## config.mk

```make
export PLATFORM = sky130hd
export DESIGN_NAME = cam_alloc
export DESIGN_NICKNAME = d
export VERILOG_FILES = /design/src/rtl/cam_alloc_pkg.sv /design/src/rtl/cam_prio_enc.sv /design/src/rtl/cam_alloc.sv
export SDC_FILE = /design/constraint.sdc
export NUM_CORES = 1
export LEC_CHECK = 0
export ABC_AREA = 1
export BUFFER_PORTS_ARGS = -buffer_cell sky130_fd_sc_hd__buf_4
export CAP_MARGIN = 20
export CELL_PAD_IN_SITES_DETAIL_PLACEMENT = 0
export CELL_PAD_IN_SITES_GLOBAL_PLACEMENT = 1
export CORE_AREA = 2 2 143 145
export CTS_BUF_LIST = sky130_fd_sc_hd__clkbuf_8
export CTS_CLUSTER_DIAMETER = 50
export CTS_CLUSTER_SIZE = 16
export DETAILED_ROUTE_END_ITERATION = 10
export DIE_AREA = 0 0 145 147
export GPL_ROUTABILITY_DRIVEN = 0
export PLACE_DENSITY = 0.84
export RECOVER_POWER = 50
export SLEW_MARGIN = 40
export SYNTH_ARGS = -nofsm -noshare
export SYNTH_HDL_FRONTEND = slang
export SYNTH_SLANG_ARGS = --single-unit
```

## constraint.sdc

```tcl
create_clock -name clk -period 6.9 [get_ports clk]
set_input_delay 0.69 -clock clk [delete_from_list [all_inputs] [get_ports clk]]
set_output_delay 0.69 -clock clk [all_outputs]
set_load 0.05 [all_outputs]
```

## src/rtl/cam_alloc_pkg.sv

```systemverilog
// Shared types and helpers for the cam_alloc tag cache.
// Optional statistics counters are enabled with the CAM_STATS_EN macro.
package cam_alloc_pkg;

    typedef enum logic {
        IDLE  = 1'b0,
        FLUSH = 1'b1
    } state_t;

    // Saturation ceiling of the optional hit/miss statistics counters
    localparam logic [15:0] SAT_MAX = 16'hFFFF;

    // Advance an entry index by one, wrapping from words-1 back to 0
    function automatic int next_idx(input int idx, input int words);
        return (idx == words - 1) ? 0 : idx + 1;
    endfunction

endpackage

```

## src/rtl/cam_prio_enc.sv

```systemverilog
// Lowest-set-bit priority encoder: returns the index of the lowest set bit
// of vec (0 when none) and a flag telling whether any bit is set.
module cam_prio_enc #(
    parameter int N = 8,
    parameter int W = $clog2(N)
) (
    input  logic [N-1:0] vec,
    output logic [W-1:0] idx,
    output logic         any
);

    // Scan from the top down so the lowest set bit is the last one written
    always_comb begin
        idx = '0;
        for (int i = N - 1; i >= 0; i--) begin
            if (vec[i]) idx = W'(i);
        end
    end

    assign any = |vec;

endmodule

```

## src/rtl/cam_alloc.sv

```systemverilog
// cam_alloc: fully-associative tag/data cache with automatic slot allocation,
// round-robin eviction, invalidate-by-tag, a multi-cycle flush walker and
// occupancy tracking. Define CAM_STATS_EN to add hit_cnt/miss_cnt outputs.
module cam_alloc
    import cam_alloc_pkg::*;
#(
    parameter int WORDS  = 8,
    parameter int BITS   = 8,
    parameter int TAG_SZ = 8,
    parameter int IDX_W  = $clog2(WORDS),
    parameter int CNT_W  = $clog2(WORDS + 1)
) (
    input  logic              clk,
    input  logic              rst,
    input  logic              read,
    input  logic [TAG_SZ-1:0] check_tag,
    input  logic              write_,
    input  logic [TAG_SZ-1:0] new_tag,
    input  logic [BITS-1:0]   wdata,
    input  logic              inv,
    input  logic [TAG_SZ-1:0] inv_tag,
    input  logic              flush,
    output logic              rd_valid,
    output logic              found_it,
    output logic [BITS-1:0]   data,
    output logic [IDX_W-1:0]  hit_index,
    output logic              busy,
    output logic              full,
    output logic [CNT_W-1:0]  count
`ifdef CAM_STATS_EN
    ,
    output logic [15:0]       hit_cnt,
    output logic [15:0]       miss_cnt
`endif
);

    logic [WORDS-1:0]  valid;
    logic [TAG_SZ-1:0] tags [WORDS];
    logic [BITS-1:0]   mem  [WORDS];
    logic [IDX_W-1:0]  victim;
    logic [IDX_W-1:0]  walk_idx;
    state_t            state;

    logic [WORDS-1:0]  rd_match;
    logic [WORDS-1:0]  inv_match;
    logic [WORDS-1:0]  wr_match;
    logic [WORDS-1:0]  valid_ai;
    logic [WORDS-1:0]  valid_next;
    logic [CNT_W-1:0]  count_next;
    logic              do_inv;
    logic              do_write;
    logic              idle;
    logic [IDX_W-1:0]  rd_idx, wr_idx, free_idx, wr_target;
    logic              rd_any, wr_hit, free_any;

    assign idle     = (state == IDLE);
    assign do_inv   = idle && !flush && inv;
    assign do_write = idle && !flush && !write_;
    assign full     = (count == CNT_W'(WORDS));

    // Tag comparisons; invalidation is folded in before the write search
    // so a write in the same cycle sees the freed slots
    always_comb begin
        rd_match  = '0;
        inv_match = '0;
        wr_match  = '0;
        for (int i = 0; i < WORDS; i++) begin
            rd_match[i]  = valid[i] && (tags[i] == check_tag);
            inv_match[i] = valid[i] && (tags[i] == inv_tag);
        end
        valid_ai = do_inv ? (valid & ~inv_match) : valid;
        for (int i = 0; i < WORDS; i++) begin
            wr_match[i] = valid_ai[i] && (tags[i] == new_tag);
        end
    end

    cam_prio_enc #(.N(WORDS), .W(IDX_W)) u_rd_enc (
        .vec (rd_match),
        .idx (rd_idx),
        .any (rd_any)
    );

    cam_prio_enc #(.N(WORDS), .W(IDX_W)) u_wr_enc (
        .vec (wr_match),
        .idx (wr_idx),
        .any (wr_hit)
    );

    cam_prio_enc #(.N(WORDS), .W(IDX_W)) u_free_enc (
        .vec (~valid_ai),
        .idx (free_idx),
        .any (free_any)
    );

    // Pick the write slot (hit, then first free, then victim) and build the
    // next valid vector including the flush walker's clear
    always_comb begin
        wr_target  = wr_hit ? wr_idx : (free_any ? free_idx : victim);
        valid_next = valid_ai;
        if (do_write) valid_next[wr_target] = 1'b1;
        if (state == FLUSH) valid_next[walk_idx] = 1'b0;
        count_next = '0;
        for (int i = 0; i < WORDS; i++) begin
            count_next = count_next + CNT_W'(valid_next[i]);
        end
    end

    // Storage, occupancy, victim pointer and registered lookup results
    always_ff @(posedge clk) begin
        if (rst) begin
            valid     <= '0;
            count     <= '0;
            victim    <= '0;
            rd_valid  <= 1'b0;
            found_it  <= 1'b0;
            data      <= '0;
            hit_index <= '0;
            for (int i = 0; i < WORDS; i++) begin
                tags[i] <= '0;
                mem[i]  <= '0;
            end
        end else begin
            valid <= valid_next;
            count <= count_next;
            if (do_write) begin
                tags[wr_target] <= new_tag;
                mem[wr_target]  <= wdata;
                if (!wr_hit && !free_any) victim <= IDX_W'(next_idx(int'(victim), WORDS));
            end
            rd_valid  <= read && idle;
            found_it  <= read && idle && rd_any;
            data      <= (read && idle && rd_any) ? mem[rd_idx] : '0;
            hit_index <= (read && idle && rd_any) ? rd_idx : '0;
        end
    end

    // Flush walker: clears one entry per cycle for WORDS cycles
    always_ff @(posedge clk) begin
        if (rst) begin
            state    <= IDLE;
            walk_idx <= '0;
            busy     <= 1'b0;
        end else begin
            case (state)
                IDLE: begin
                    if (flush) begin
                        state    <= FLUSH;
                        walk_idx <= '0;
                        busy     <= 1'b1;
                    end
                end
                FLUSH: begin
                    walk_idx <= IDX_W'(next_idx(int'(walk_idx), WORDS));
                    if (walk_idx == IDX_W'(WORDS - 1)) begin
                        state <= IDLE;
                        busy  <= 1'b0;
                    end
                end
                default: state <= IDLE;
            endcase
        end
    end

`ifdef CAM_STATS_EN
    // Saturating hit/miss counters driven by each lookup result pulse
    always_ff @(posedge clk) begin
        if (rst || (idle && flush)) begin
            hit_cnt  <= '0;
            miss_cnt <= '0;
        end else if (rd_valid) begin
            if (found_it) begin
                if (hit_cnt != SAT_MAX) hit_cnt <= hit_cnt + 16'd1;
            end else begin
                if (miss_cnt != SAT_MAX) miss_cnt <= miss_cnt + 16'd1;
            end
        end
    end
`endif

endmodule

```

==> results of run 1 <==
## metal layers
metal  vias to the layer above  GRT usage
met4                         0      0.137
met3                        76     0.0466
li1                       4002          -
met5                         -          0
met2                       357      0.464
met1                      3904      0.389
## layout make-up
type	instances	area, µm²
multi-input cells	877	4530
repair buffers	56	345
inverters	155	594
fillers	1914	9060
flip-flops and latches	161	4500
clock buffers	17	234
well taps	270	338
clock inverters	15	243
## cells in the final DEF (no fill, tap or decap), drive strengths merged, types with 2 or more instances in the layout
| master | instances |
|---|---|
| clkbuf | 37 |
| buf | 36 |
| nand2 | 322 |
| nand3 | 59 |
| clkinv | 3 |
| or2 | 4 |
| fa | 4 |
| o2111ai | 3 |
| dfxtp | 33 |
| nor2 | 235 |
| o22ai | 11 |
| nand3b | 16 |
| a21oi | 19 |
| nand4 | 32 |
| xnor2 | 87 |
| bufinv | 5 |
| o21ai | 36 |
| nor3 | 6 |
| a211oi | 3 |
| clkinvlp | 2 |
| xor2 | 20 |
| ha | 7 |
| inv | 160 |
| edfxtp | 128 |
| nor4 | 7 |
## cell families (layout without fill, tap and decap cells)
group,after synthesis,in the layout
flops,161,161
simple gates,684,684
buf+inv,201,243
compound gates,75,75
xor+xnor,107,107
fa+ha+maj,11,11
## metrics by stage
step	area (µm²)	hold WS, ns	std cells	setup slack, ns	total power, W
2_1_floorplan	10100	0.449	1239	2.35	0.00130
3_3_place_gp	10500	0.483	1519	1.79	0.00138
3_5_place_dp	10600	0.495	1519	1.71	0.00138
4_1_cts	11000	0.468	1551	2.01	0.00220
5_1_grt	10800	0.515	1551	1.00	0.00226
6_report	10800	0.499	1551	1.39	0.00220
## critical path, stage by stage (launching register included)
cell	delay, ns
dfxtp_1	0.55
nor2_1	0.17
nand2_1	0.22
clkinvlp_2	0.43
nand2_1	0.19
nor2_1	0.08
nand3_1	0.16
nand2_1	0.16
nor2_1	0.17
nand3_1	0.09
nand2_1	0.07
nand2_1	0.07
nand2_1	0.06
nand2_1	0.09
nor2_1	0.30
nand2_1	0.13
nand2_1	0.08
nand2_1	0.09
fa_1	0.58
fa_1	0.43
fa_1	0.43
inv_1	0.07
ha_1	0.16
inv_1	0.06
fa_1	0.37
xor2_1	0.14
nor2_1	0.05
## sequential cells by signal, summed over array words and instances, names as in the netlist
signal / cells
walk_idx: 3
found_it: 1
state: 1
mem: 64
rd_valid: 1
data: 8
tags: 64
valid: 8
victim: 3
count: 4
hit_index: 3
busy: 1
## worst min path at each step
stage	to	slack, ns	depth (start not counted)
global route	busy$_SDFFE_PP0P_	0.51	3
global placement	busy$_SDFFE_PP0P_	0.48	2
CTS	state$_SDFF_PP0_	0.47	3
floorplan	victim[2]$_SDFFE_PP0P_	0.45	2
detailed placement	busy$_SDFFE_PP0P_	0.49	2
finish	busy$_SDFFE_PP0P_	0.50	3
## power by group through the flow
stage	clock network, W	logic (W)	registers, W
detailed placement	0	0.000245	0.00113
floorplan	0	0.000176	0.00112
global route	0.000882	0.000266	0.00111
global placement	0	0.000244	0.00113
CTS	0.000846	0.000247	0.00111
finish	0.000843	0.000243	0.00111
==> run metrics, run 1 <==
Req. time, crit path around 7.2 ns; total core area between 0.015 and 0.02 mm²; initial DRC count a little over 700; layout cells sized above 1 0.111; Worst Min Path Start flush; root buf cell clkbuf_8; Post-synth EDFFs between 100 and 150; Synth top area share 0.380; main combinational cell family by area after synthesis simple AND/OR/NAND/NOR gates; post_cts resized 0; Syn. warnings 0; setup repair bufs after CTS 0; average size of a mapped cell between 8 and 9 µm²; TritonCTS clock tree yes; mux contribution to synthesized area 0; Chip Width between 100 and 150 µm; Compound-Gate Fraction of Synth Area 0.0442; flop-to-flop setup slack between 1 and 1.5 ns; Synth area leader edfxtp_1; r2r worst-path depth 26; Max Freq between 0.15 and 0.2 GHz; Async S/R FF share, synth 0; Port Buffers 56; P_int about 0.0016 W; met2 wire len approximately 14,000 µm; CP Capture Point count[2]$_SDFF_PP0_; Setup TNS 0 ns; via/cell ratio roughly 5.4; Final Net Count 1,317; RSZ-0062 raised after global routing no; Post-Synth XOR/XNOR Area 0.0927; Overflow after GRT 0; count leader, synth nand2_1; highest metal used met4; Setup Skew roughly 0.019 ns; clock network fraction of total power 0.384; initial core utilization 0.510; power density cells 204 mW/mm²; Worst Tran Pin Value between 1.5 and 2 ns; Gate Count Post-Synth roughly 1,200; total wire length 30,400 µm; sequential share of the synthesized area 0.445; Vias roughly 8,300; clk buf depth 2; die height about 150 µm; slew margin rel. -0.126; Commonest cells post-synth nand2_1, nor2_1, inv_1; met3 WL between 1500 and 2000 µm; Sequential Power Share 0.506; Post-Synth Adder-Cell Area 0.0166; Sw Ratio 0.269; Synth area leaders edfxtp_1, nand2_1, nor2_1; routed length per instance between 15 and 20 µm; r2r startpoint state$_SDFF_PP0_; syn nets approximately 1,300; clock latency on the worst-skew pair 0.47 ns; status finished, violations left; Ant. Diodes 0; reg2reg end count[2]$_SDFF_PP0_; pin count of the biggest net entering global routing 50; Hold Crit Class input pin to flip-flop; die area 0.0213 mm²; minimum clock period about 5.5 ns; post-synthesis simple-gate area fraction 0.309; main flop type after synthesis edfxtp_1; M1 WL around 13,000 µm; Worst VDD drop between 0.1 and 0.15 mV; kind of critical path flip-flop to flip-flop; DRT Pass-1 Iters 8; Setup crit start state$_SDFF_PP0_; depth of the CTS H-tree 4; critical path fanouts, max 12; violated checks capacitance limit, slew limit; Worst Setup Start Kind flip-flop; # setup viols final 0; Detail Route Antenna Nets 0; vias in the first global route between 7,000 and 8,000; hold buffers post-CTS 0; net load switching power roughly 0.00059 W; max_cap viols 1; Final Slew Violations 50; post-layout util 0.544; Worst-path clk slew 0.09 ns; leakage around 4.6 nW; initial antenna violation count 0; dpl hpwl between 20,000 and 25,000 µm; global-route wire length before repair about 46,000 µm; gr usage total 0.290; Mapped Area around 0.010 mm²; io pins 57; Area Overhead vs Synth 6.67%; Comb power frac 0.110; Arrival @ worst endpoint 5.84 ns; CTS Buf Count 17; post-synthesis cell type count 46; Yosys reg bits between 150 and 200; clk sinks 161; # rows 52; CP endpoint kind flip-flop; drt drc 0; final worst path period share 0.798; Final Hold Vio Count 0
Note: power is estimated with default switching activity, not from simulation.
==> inputs of run 2 (changes only) <==
--- a/config.mk
+++ b/config.mk
@@ -10,14 +10,14 @@
 export CAP_MARGIN = 20
 export CELL_PAD_IN_SITES_DETAIL_PLACEMENT = 0
 export CELL_PAD_IN_SITES_GLOBAL_PLACEMENT = 1
-export CORE_AREA = 2 2 143 145
+export CORE_AREA = 2 2 155 157
 export CTS_BUF_LIST = sky130_fd_sc_hd__clkbuf_8
 export CTS_CLUSTER_DIAMETER = 50
 export CTS_CLUSTER_SIZE = 16
 export DETAILED_ROUTE_END_ITERATION = 10
-export DIE_AREA = 0 0 145 147
+export DIE_AREA = 0 0 157 159
 export GPL_ROUTABILITY_DRIVEN = 0
-export PLACE_DENSITY = 0.84
+export PLACE_DENSITY = 0.76
 export RECOVER_POWER = 50
 export SLEW_MARGIN = 40
 export SYNTH_ARGS = -nofsm -noshare
==> constraint.sdc (replaced) <==
create_clock -name clk -period 5 [get_ports clk]
set_input_delay 0.5 -clock clk [delete_from_list [all_inputs] [get_ports clk]]
set_output_delay 0.5 -clock clk [all_outputs]
set_load 0.05 [all_outputs]
==> run metrics, run 2 (same netlist as run 1, synthesis figures left out) <==
Req. time, crit path 5.37 ns (-1.86 ns); met2 GRT Util 0.393 (-0.0702); hold endpoint state$_SDFF_PP0_; Most Crowded Layer GR met2; RSZ-0062 raised after global routing no; vias in the first global route 7,888 (+1.7%); Hold WS 0.304 ns (-0.195 ns); status finished, violations left; Arrival @ worst endpoint 5.04 ns (-0.80 ns); initial DRC count 758 (+4.4%); Chip Width 157 µm (+8.3%); Worst Tran Pin Value 1.67 ns (-0.0169 ns); Detail Route Antenna Nets 0 (unchanged); Comb power frac 0.123 (+0.013); Sequential Power Share 0.530 (+0.024); P_int 0.00200 W (+24%); # setup viols final 0 (unchanged); most frequent CP cell nand2_1; Ant. Diodes 0 (unchanged); global-route wire length before repair 48,100 µm (+4.3%); crit-path max cell delay 0.56 ns (-0.02 ns); total wire length 31,500 µm (+3.4%); final worst path period share 0.934 (+0.136); routed length per instance 19.5 µm (-0.41%); DRT Pass-1 Iters 5 (-3); clock network fraction of total power 0.347 (-0.037); critical path fanouts, max 5 (-7); Worst Hold Depth 3 (unchanged); power density cells 263 mW/mm² (+29%); reg2reg end count[2]$_SDFF_PP0_; Final Hold Vio Count 0 (unchanged); root buf cell clkbuf_8; minimum clock period 4.67 ns (-0.839 ns); Port Buffers 56 (unchanged); Worst Setup Start Kind flip-flop; clock latency on the worst-skew pair 0.48 ns (about the same); # rows 56 (+7.7%); max_cap viols 1 (unchanged); io pins 57 (unchanged); hold buffers post-CTS 0 (unchanged); Max Freq 0.214 GHz (+18%); flop-to-flop setup slack 0.33 ns (-1.06 ns); Filler cells 2,289 (+20%); Sw Ratio 0.309 (+0.0400); TritonCTS clock tree yes; die area 0.0250 mm² (+17%); clk buf depth 2 (unchanged); total core area 0.0232 mm² (+17%); Reg area 0.00451 mm² (about the same); r2r startpoint tags[6][0]$_SDFFCE_PN0P_; Area Overhead vs Synth 8.71%; Overflow after GRT 0 (unchanged); gr usage total 0.259 (-0.0305); r2r worst-path depth 25 (-3.8%); violated checks capacitance limit, slew limit; met1 usage 0.375 (-0.0137); pin count of the biggest net entering global routing 50 (unchanged); layout cells sized above 1 0.130 (+0.0193); Final Slew Violations 50 (unchanged); Worst VDD drop 0.148 mV (+20%); Vias 8,288 (-0.61%); Setup Skew 0.0245 ns (+0.00596 ns); via/cell ratio 5.15 (-4.3%); commonest non-fill, non-tap cells in the layout nand2_1, nor2_1, inv_1; die height 159 µm (+8.2%); most common cell after layout, fill and taps aside nand2_1; leakage 4.66 nW (+0.53%); Hold Crit Class input pin to flip-flop; Worst Min Path Start flush; clk sinks 161 (unchanged); Finished Layout Cells 1,610 (+3.8%); kind of critical path flip-flop to flip-flop; DP Cell Count 1,576 (+3.8%); initial antenna violation count 0 (unchanged); multi-input logic area 0.00465 mm² (+2.7%); depth of the CTS H-tree 4 (unchanged); drt drc 0 (unchanged); initial core utilization 0.436 (-0.0736); dpl hpwl 22,600 µm (+3.1%); critical-path cell with the highest stage delay edfxtp_1; Final Net Count 1,327 (+0.76%); slew margin rel. -0.115 (+0.0113); CTS Buf Count 17 (unchanged); CP endpoint kind flip-flop; Worst-path clk slew 0.11 ns (+0.02 ns); net load switching power 0.000893 W (+51%); biggest regs mem: 64 flops, tags: 64 flops; grt met3 use 0.0501 (+0.00350)
-- run 2: cell types whose count changed in the layout (fill, tap and decap cells not counted), moves of 2 or more --
cell	before	now
buf_4	36	46
bufinv_16	5	0
clkinv_8	0	4
clkinvlp_2	2	0
clkinvlp_4	0	3
inv_6	4	1
inv_8	4	6
nand2_1	301	297
nand2_2	18	21
nand3_1	59	53
nand3_4	0	5
nor2_1	212	210
nor2_4	3	6
-- run 2: how the worst max path moves through the flow --
stage / end / slack, ns / cells after the start / from
2_1_floorplan: count[2]$_SDFF_PP0_ / 0.64 / 25 / inv_tag[3]
3_3_place_gp: count[2]$_SDFF_PP0_ / 0.05 / 28 / flush
3_5_place_dp: count[2]$_SDFF_PP0_ / -0.02 / 28 / flush
4_1_cts: count[2]$_SDFF_PP0_ / 0.07 / 27 / state$_SDFF_PP0_
5_1_grt: count[1]$_SDFF_PP0_ / 0.02 / 25 / tags[6][3]$_SDFFCE_PN0P_
6_report: count[2]$_SDFF_PP0_ / 0.33 / 25 / tags[6][0]$_SDFFCE_PN0P_
-- run 2: through the flow --
stage | power [W] | worst slack, ns | setup TNS, ns | cell area (µm²) | util
floorplan | 0.00179 | 0.639 | 0 | 10100 | -
global placement | 0.00191 | 0.0461 | 0 | 10700 | 0.460
detailed placement | 0.00191 | -0.0152 | -0.0152 | 10700 | 0.461
CTS | 0.00289 | 0.0668 | 0 | 11100 | 0.478
global route | 0.00299 | 0.0180 | 0 | 11000 | 0.474
finish | 0.00289 | 0.331 | 0 | 11000 | 0.474
-- run 2: metal layers --
layer  vias to the layer above  wire [µm]
met1                      3909      14100
met3                        45       2480
met5                         -          0
li1                       4021          -
met2                       313      14000
met4                         0        810
-- run 2: layout make-up --
class / instances / share of cell area
Sequential cell: 161 / 0.410
Multi-Input combinational cell: 877 / 0.423
Timing Repair Buffer: 66 / 0.0382
Clock inverter: 15 / 0.0164
Clock buffer: 17 / 0.0213
Tap cell: 319 / 0.0363
Inverter: 155 / 0.0547
-- run 2: power by group through the flow --
stage	sequential [W]	clock, W	combinational [W]
3_5_place_dp	0.00156	0	0.000351
6_report	0.00153	0.00100	0.000356
5_1_grt	0.00154	0.00106	0.000390
2_1_floorplan	0.00155	0	0.000243
3_3_place_gp	0.00156	0	0.000349
4_1_cts	0.00153	0.00101	0.000353
-- run 2: critical path: cells and delay by family (launching register included) --
family                     cells  cell delay, ns
and+or+nand+nor               17            1.85
DFF                            1            0.56
adders and majority gates      5            1.91
xor gates and xnor gates       1            0.14
buffers and inverters          2            0.12
-- run 2: what timing repair did --
action                                  CTS  global route
endpoints found under the setup margin    0             2
buffers inserted                          0             2
gates resized for setup                   0             8
==> inputs of run 3 (changes only) <==
--- a/config.mk
+++ b/config.mk
@@ -6,18 +6,18 @@
 export NUM_CORES = 1
 export LEC_CHECK = 0
 export ABC_AREA = 1
-export BUFFER_PORTS_ARGS = -buffer_cell sky130_fd_sc_hd__buf_4
 export CAP_MARGIN = 20
 export CELL_PAD_IN_SITES_DETAIL_PLACEMENT = 0
 export CELL_PAD_IN_SITES_GLOBAL_PLACEMENT = 1
-export CORE_AREA = 2 2 155 157
+export CORE_AREA = 2 2 152 154
 export CTS_BUF_LIST = sky130_fd_sc_hd__clkbuf_8
 export CTS_CLUSTER_DIAMETER = 50
 export CTS_CLUSTER_SIZE = 16
 export DETAILED_ROUTE_END_ITERATION = 10
-export DIE_AREA = 0 0 157 159
+export DIE_AREA = 0 0 154 156
+export DONT_BUFFER_PORTS = 1
 export GPL_ROUTABILITY_DRIVEN = 0
-export PLACE_DENSITY = 0.76
+export PLACE_DENSITY = 0.75
 export RECOVER_POWER = 50
 export SLEW_MARGIN = 40
 export SYNTH_ARGS = -nofsm -noshare
==> run metrics, run 3 (same netlist as run 1, synthesis figures left out) <==
Setup TNS 0 ns (unchanged); final worst path period share 0.936 (+0.00203); drt drc 0 (unchanged); critical-path cell with the highest stage delay fa_1; die height 156 µm (-1.9%); initial antenna violation count 0 (unchanged); global-route wire length before repair 48,300 µm (+0.52%); crit-path max cell delay 0.58 ns (+0.02 ns); vias in the first global route 7,994 (+1.3%); kind of critical path flip-flop to flip-flop; most frequent CP cell nand2_1; clock latency on the worst-skew pair 0.49 ns (about the same); total core area 0.0224 mm² (-3.6%); Tot Pwr 0.00278 W (-3.9%); initial core utilization 0.452 (+0.0161); Port Buffers 0 (-100%); Worst VDD drop 0.177 mV (+20%); TritonCTS clock tree yes; biggest regs mem: 64 flops, tags: 64 flops; Setup Skew 0.0190 ns (-0.00548 ns); Max Freq 0.214 GHz (-0.22%); dpl hpwl 22,800 µm (+1.1%); layout cells sized above 1 0.0984 (-0.0318); Final Net Count 1,266 (-4.6%); Worst Hold Depth 1 (-2); initial DRC count 712 (-6.1%); slew margin rel. -0.0824 (+0.0324); most common cell after layout, fill and taps aside nand2_1; clk buf depth 2 (unchanged); Filler cells 2,209 (-3.5%); # rows 55 (-1.8%); io pins 57 (unchanged); root buf cell clkbuf_8; # setup viols final 0 (unchanged); Setup WS pre-CTS 0.189 ns (+0.204 ns); gr usage total 0.275 (+0.0155); Final Slew Violations 50 (unchanged); Final Hold Vio Count 0 (unchanged); setup slack after layout 0.321 ns (-0.0102 ns); commonest non-fill, non-tap cells in the layout nand2_1, nor2_1, inv_1; hold buffers post-CTS 0 (unchanged); routed length per instance 21.2 µm (+8.5%); critical path fanouts, max 4 (-1); clk sinks 161 (unchanged); Vias 8,211 (-0.93%); power density cells 265 mW/mm² (+1.0%); Chip Width 154 µm (-1.9%); depth of the CTS H-tree 4 (unchanged); leakage 4.42 nW (-5.1%); max_cap viols 1 (unchanged); r2r worst-path depth 23 (-8.0%); Worst-path clk slew 0.10 ns (about the same); Worst Setup Start Kind flip-flop; via/cell ratio 5.42 (+5.3%); DRT Pass-1 Iters 7 (+2); status finished, violations left; Detail Route Antenna Nets 0 (unchanged); Ant. Diodes 0 (unchanged); Overflow after GRT 0 (unchanged); total wire length 32,100 µm (+2.1%); CTS Buf Count 17 (unchanged); minimum clock period 4.68 ns (+0.0102 ns); RSZ-0062 raised after global routing no; Req. time, crit path 5.38 ns (about the same); crit-path cells xnor2_1 > nand3_1 > nor2_1 > nor2_2 > nand2_2 > nand2_1 > nor2_1 > nand2_1 > nand2_1 > nand2_1 > nor2_4 > nand2_1 > nand2_1 > nand2_1 > fa_1 > fa_1 > fa_1 > inv_1 > ha_1 > inv_1 > fa_1 > xor2_1 > nor2_1; Area Overhead vs Synth 3.41%; Worst Tran Pin Value 1.62 ns (-0.0485 ns); pin count of the biggest net entering global routing 50 (unchanged); violated checks capacitance limit, slew limit; die area 0.0240 mm² (-3.8%); post-layout util 0.468 (-0.00642); Hold Crit Class input pin to flip-flop; CP endpoint kind flip-flop; Arrival @ worst endpoint 5.06 ns (+0.02 ns)
[run 3: metal layers]
layer | GRT usage | wire, µm | up-vias
li1 | - | - | 3904
met1 | 0.354 | 13500 | 3888
met2 | 0.463 | 15200 | 362
met3 | 0.0506 | 2410 | 57
met4 | 0.103 | 944 | 0
met5 | 0 | 0 | -
[run 3: power by group]
| part | internal, W | leakage [nW] | switching, W | total (W) |
|---|---|---|---|---|
| Clock | 0.000376 | 0.203 | 0.000588 | 0.000964 |
| Combinational | 0.000103 | 2.62 | 0.000173 | 0.000276 |
| Sequential | 0.00149 | 1.59 | 0.0000503 | 0.00154 |
[run 3: final timing paths]
path / to / startpoint / slack [ns]
setup / recovery: count[2]$_SDFF_PP0_ / tags[6][2]$_SDFFCE_PN0P_ / 0.32
hold / removal: count[1]$_SDFF_PP0_ / rst / 0.07
setup reg to reg: count[2]$_SDFF_PP0_ / tags[6][2]$_SDFFCE_PN0P_ / 0.32
hold reg to reg: victim[2]$_SDFFE_PP0P_ / victim[2]$_SDFFE_PP0P_ / 0.49
[run 3: layout make-up]
| class | instances | area, µm² | share of cell area |
|---|---|---|---|
| Multi-Input combinational cell | 877 | 4570 | 0.437 |
| Timing Repair Buffer | 5 | 30.0 | 0.00287 |
| Inverter | 155 | 598 | 0.0572 |
| Clock buffer | 17 | 234 | 0.0224 |
| Sequential cell | 161 | 4500 | 0.431 |
| Clock inverter | 15 | 163 | 0.0156 |
| Tap cell | 285 | 357 | 0.0341 |
[run 3: through the flow]
| step | area [µm²] | hold slack (ns) | std cells |
|---|---|---|---|
| floorplan | 10100 | 0.449 | 1239 |
| global route | 10500 | 0.0544 | 1515 |
| CTS | 10600 | 0.0535 | 1513 |
| global placement | 10200 | 0.474 | 1481 |
| finish | 10500 | 0.0696 | 1515 |
| detailed placement | 10200 | 0.486 | 1481 |
[run 3: worst max-delay path: cells and delay by family, from the launching register on]
kind                       cells  cell delay [ns]
adders and majority gates      5             1.96
and+or+nand+nor               14             1.46
xor gates and xnor gates       2             0.55
DFF                            1             0.48
buffers and inverters          2             0.12
[run 3: repair_timing]
item	4_1_cts	5_1_grt
gates resized for setup	0	2
setup endpoints to repair	0	2
setup buffers	0	2
endpoints found under the hold margin	0	0
